File: config.mk
export PLATFORM = sky130hd
export DESIGN_NAME = updown_gray_counter
export DESIGN_NICKNAME = d
export VERILOG_FILES = /design/src/rtl/updown_gray_counter.sv
export SDC_FILE = /design/constraint.sdc
export NUM_CORES = 1
export LEC_CHECK = 0
export CORE_AREA = 2 2 39 41
export CTS_CLUSTER_DIAMETER = 60
export DETAILED_ROUTE_END_ITERATION = 10
export DIE_AREA = 0 0 41 43
export HOLD_SLACK_MARGIN = 0.15
export SLEW_MARGIN = 20
export SYNTH_ARGS = -nofsm -noshare
export SYNTH_HDL_FRONTEND = slang
export SYNTH_SLANG_ARGS = --single-unit
export TNS_END_PERCENT = 30
File: constraint.sdc
create_clock -name clck -period 1.5 [get_ports clck]
set_clock_uncertainty 0.2 [all_clocks]
set_input_delay 0.45 -clock clck [delete_from_list [all_inputs] [get_ports clck]]
set_output_delay 0.45 -clock clck [all_outputs]
set_load 0.1 [all_outputs]
File: src/rtl/updown_gray_counter.sv
// ---------------------------------------------------------------------------
// updown_gray_counter
//
// Purpose:
//   Up/down binary counter with a parallel load, an optional saturating mode,
//   a registered terminal-count pulse and a selectable binary/Gray output.
//
// Parameters:
//   WIDTH     counter width in bits (2..16)
//   SATURATE  0 = wrap at the ends of the range, 1 = hold at the limit
//
// Ports:
//   clck      in   1      clock, all state changes on its rising edge
//   rset      in   1      asynchronous active-low reset
//   en        in   1      count enable, one step per edge
//   up        in   1      direction (1 = increment, 0 = decrement)
//   load      in   1      synchronous parallel load strobe (beats en)
//   d         in   WIDTH  binary load value
//   gray_sel  in   1      output code select (0 = binary, 1 = Gray)
//   cnt       out  WIDTH  binary count register
//   q         out  WIDTH  cnt in the selected code (combinational)
//   tc        out  1      registered terminal-count pulse
// ---------------------------------------------------------------------------
module updown_gray_counter #(
  parameter int WIDTH    = 3,
  parameter bit SATURATE = 1'b0
) (
  input  logic             clck,
  input  logic             rset,
  input  logic             en,
  input  logic             up,
  input  logic             load,
  input  logic [WIDTH-1:0] d,
  input  logic             gray_sel,
  output logic [WIDTH-1:0] cnt,
  output logic [WIDTH-1:0] q,
  output logic             tc
);

  localparam logic [WIDTH-1:0] MAX_VAL  = {WIDTH{1'b1}};
  localparam logic [WIDTH-1:0] MIN_VAL  = {WIDTH{1'b0}};
  localparam logic [WIDTH-1:0] ONE_VAL  = {{(WIDTH-1){1'b0}}, 1'b1};
  localparam logic [WIDTH-1:0] MAXM1_VAL = MAX_VAL - ONE_VAL;

  logic [WIDTH-1:0] cnt_reg;
  logic [WIDTH-1:0] cnt_next;
  logic             tc_reg;
  logic             tc_next;
  logic [WIDTH-1:0] gray;

  logic at_max;
  logic at_min;
  logic near_max;
  logic near_min;

  assign at_max   = (cnt_reg == MAX_VAL);
  assign at_min   = (cnt_reg == MIN_VAL);
  assign near_max = (cnt_reg == MAXM1_VAL);
  assign near_min = (cnt_reg == ONE_VAL);

  // Next-state: load beats count, count beats hold. tc is a one-cycle pulse,
  // so every path that is not a qualifying count step drives it low.
  always_comb begin
    cnt_next = cnt_reg;
    tc_next  = 1'b0;
    if (load) begin
      cnt_next = d;
    end else if (en) begin
      if (up) begin
        if (!(SATURATE && at_max)) begin
          cnt_next = cnt_reg + ONE_VAL;
        end
        // Wrap mode flags the max->0 roll-over; saturate mode flags the
        // step that first lands on the limit, never the holding steps.
        tc_next = SATURATE ? near_max : at_max;
      end else begin
        if (!(SATURATE && at_min)) begin
          cnt_next = cnt_reg - ONE_VAL;
        end
        tc_next = SATURATE ? near_min : at_min;
      end
    end
  end

  always_ff @(posedge clck or negedge rset) begin
    if (!rset) begin
      cnt_reg <= MIN_VAL;
      tc_reg  <= 1'b0;
    end else begin
      cnt_reg <= cnt_next;
      tc_reg  <= tc_next;
    end
  end

  // Binary-to-Gray: each bit is the XOR with its upper neighbour; the MSB
  // passes through unchanged.
  genvar gi;
  generate
    for (gi = 0; gi < WIDTH - 1; gi = gi + 1) begin : g_gray
      assign gray[gi] = cnt_reg[gi] ^ cnt_reg[gi+1];
    end
  endgenerate
  assign gray[WIDTH-1] = cnt_reg[WIDTH-1];

  assign cnt = cnt_reg;
  assign q   = gray_sel ? gray : cnt_reg;
  assign tc  = tc_reg;

endmodule
==> results.py <==
metrics = {
    "outcome": {
        "result_of_the_run": "complete, but fails checks",
        "failed_checks": "setup timing",
    },
    "cts": {
        "cts_htree_levels": 1,
        "cts_root_buf": "sky130_fd_sc_hd__clkbuf_4",
        "cts_made_buffers": 3,
        "tritoncts_clock_tree": "yes",
        "cts_sinks": 4,
        "hold_buffers": 0,
        "clk_pin_slew_worst_paths_ns": 0.04,
        "clkLatencyLatePin_ns": 0.23,
        "clock_tree.buffer_depth": 2,
    },
    "sta": {
        "timing.final.ws_setup_ns": -0.4209,
        "finalSetupTns_ns": -2.111,
        "timing.fmax_mhz": 520.6,
        "final.period_utilization": 1.281,
        "min_cycle_time_layout_ns": 1.921,
        "setup-violations-final": 9,
        "worst_slew_pin_slew_ns": 0.2314,
        "timing.max_slew.rel_slack": 0.8458,
        "finalMaxSlewViolations": 0,
        "hold_viol_final": 0,
        "grt_setup_unrepaired": "yes",
    },
    "final_layout": {
        "final_common_cell": "sky130_fd_sc_hd__buf_4",
        "final_layout_size_suffix_gt1_frac": 0.5500,
        "max_reg_flops": 3,
        "area_growth_pct": 150.0,
        "n_antenna_cell": 0,
        "layout.cells.most_common_list": "9 x sky130_fd_sc_hd__buf_4, 7 x sky130_fd_sc_hd__buf_12, 6 x sky130_fd_sc_hd__clkdlybuf4s50_1",
        "finish.net_count": 73,
        "stdcell_area_um2": 719.4,
    },
    "setup_path": {
        "cp-startpoint": "cnt[1]$_DFFE_PN0P_",
        "setup.worst_path.end_class": "primary output",
        "timing.critical_path.buf_inv": 2,
        "worst-path-stages": 5,
        "timing.critical_path.to": "q[0]",
        "timing.critical_path.arrival_ns": 1.27,
        "ff2ff_setup_slack_ns": -0.29,
        "crit_chain": "inv_2 -> ha_4 -> nand2_4 -> o21ai_4 -> buf_12",
        "startpoint_type": "flip-flop",
        "critPathSlowestCell": "sky130_fd_sc_hd__dfrtp_4",
        "critical_path.reg2reg.startpoint": "cnt[1]$_DFFE_PN0P_",
        "slowest_delay_ns": 0.43,
        "cp_data_required_time_ns": 0.85,
        "crit_fanout": 3,
        "reg2regPathDepth": 5,
        "rr_endpoint": "cnt[2]$_DFFE_PN0P_",
        "worst_path_dominant_cell_family": "flip-flops",
        "setup.worst_path.class": "flip-flop to primary output",
    },
    "hold_path": {
        "hold_crit_path_type": "input port to async pin",
    },
    "global_routing": {
        "grt_pass1_wl_um": 1235,
        "grt_remaining_overflow": 0,
        "grt_max_degree": 7,
        "antenna_found_initial": 0,
        "number_of_global_route_vias_before_repair": 316,
        "grt.total_usage": 0.1102,
    },
    "place": {
        "io_buffers": 15,
        "gp_routability_congestion": 0.7102,
        "dpl-instance-area_um2": 656.9,
        "half_perimeter_wire_length_after_placement_um": 650.7,
    },
    "detailed_routing": {
        "dr_vias": 313,
        "route.detailed.wl_per_inst_um": 10.03,
        "post_dr_vias_cell": 4.118,
        "dr.first_iter.drc_count": 2,
        "route.final.wire_length_um": 762,
        "firstDrtPassIters": 4,
        "antenna_left": 0,
        "number_of_design_rule_violations_left_after_detail_routing": 0,
    },
    "floorplan": {
        "floorplan.die_area_mm2": 0.001763,
        "fp.dieW_um": 41,
        "rows": 14,
        "design.portCount": 16,
        "core_outline_area_mm2": 0.001384,
        "die_height_um": 43,
        "initial_utilization": 0.2080,
    },
    "yosys": {
        "yosysSeqAreaShare": 0.3478,
        "netlist_instances": 31,
        "synth.avg_cell_area_um2": 9.283,
        "synthesis.nets": 43,
        "synth.yosys.warnings": 0,
        "synth_cell_type_count": 14,
        "synth.ff_latch_count": 4,
        "mappedNetlistArea_um2": 287.8,
    },
    "power": {
        "power-per-cell-area_mw_per_mm2": 1254,
        "ir_drop_mv": 0.6809,
        "leakagePower_nw": 0.3327,
        "post-layout-total-power_mw": 0.9022,
    },
    "run": {
        "maxCapViolCount": 0,
    },
}
==> layer usage <==
layer	GRT usage	part of all wire
met1	0.1217	0.37
met3	0.05759	0.10
met4	0.04000	0
met5	0	0
met2	0.1719	0.53
==> worst register-to-register path, delay by kind of cell (launching register included) <==
family        cells  cell delay (ns)
buf+inv           1             0.15
simple gates      1             0.06
mux               1             0.20
fa+ha+maj         1             0.39
xor+xnor          1             0.17
flops             1             0.49
==> where the power goes <==
part / leakage, nW / total [mW] / internal [mW] / switching, mW
Combinational: 0.271 / 0.614 / 0.260 / 0.354
Clock: 0.0150 / 0.142 / 0.0997 / 0.0423
Sequential: 0.0466 / 0.147 / 0.130 / 0.0162
==> cells by family after synthesis <==
group	count (synthesis)	share of synthesized area
AND/OR/NAND/NOR	9	0.1565
multiplexers	2	0.06957
buffers and inverters	5	0.07826
flip-flops	4	0.3478
adder cells (fa/ha/maj)	3	0.1565
XOR/XNOR	3	0.09132
AO/OA/AOI/OAI	5	0.1000
==> Yosys cell counts (all sizes together) <==
library cell / number / area (µm²)
buf: 1 / 7.510
nand2: 5 / 18.77
a22oi: 1 / 7.510
ha: 2 / 25.02
dfrtp: 4 / 100.1
fa: 1 / 20.02
xnor2: 3 / 26.28
a31oi: 1 / 6.260
nor3: 1 / 5.000
nor3b: 2 / 15.01
o21ai: 3 / 15.01
inv: 4 / 15.01
mux2i: 2 / 20.02
nor2b: 1 / 6.260
==> how the worst min path moves through the flow <==
stage          depth (start not counted)            endpoint  slack (ns)
3_3_place_gp                           1        tc$_DFF_PN0_        0.46
3_5_place_dp                           1        tc$_DFF_PN0_        0.46
4_1_cts                                1  cnt[0]$_DFFE_PN0P_        0.21
6_report                               1  cnt[0]$_DFFE_PN0P_        0.22
5_1_grt                                1  cnt[0]$_DFFE_PN0P_        0.21
2_1_floorplan                          0        tc$_DFF_PN0_       -0.05
==> cell type report <==
cell class,count,area (µm²)
fill,122,664.4
timing repair buffer,26,311.5
multi-input combinational,22,232.7
sequential,4,111.4
clock buffer,4,26.28
tap,16,20.02
inverter,4,17.52
==> per-stage QoR <==
stage | std cells | hold WS [ns] | setup slack (ns) | util
CTS | 76 | 0.2113 | -0.4310 | 0.5181
finish | 76 | 0.2161 | -0.4209 | 0.5199
global route | 76 | 0.2088 | -0.4616 | 0.5199
floorplan | 31 | -0.04559 | -0.4972 | -
detailed placement | 70 | 0.4641 | -0.6712 | 0.4747
global placement | 70 | 0.4625 | -0.6703 | 0.4747
==> what timing repair did <==
action / 4_1_cts / 5_1_grt
setup endpoints to repair: 9 / 9
pin swaps: 2 / 2
setup buffers: 2 / 0
gates resized for setup: 5 / 1
Power figures use the tool's default switching activity.
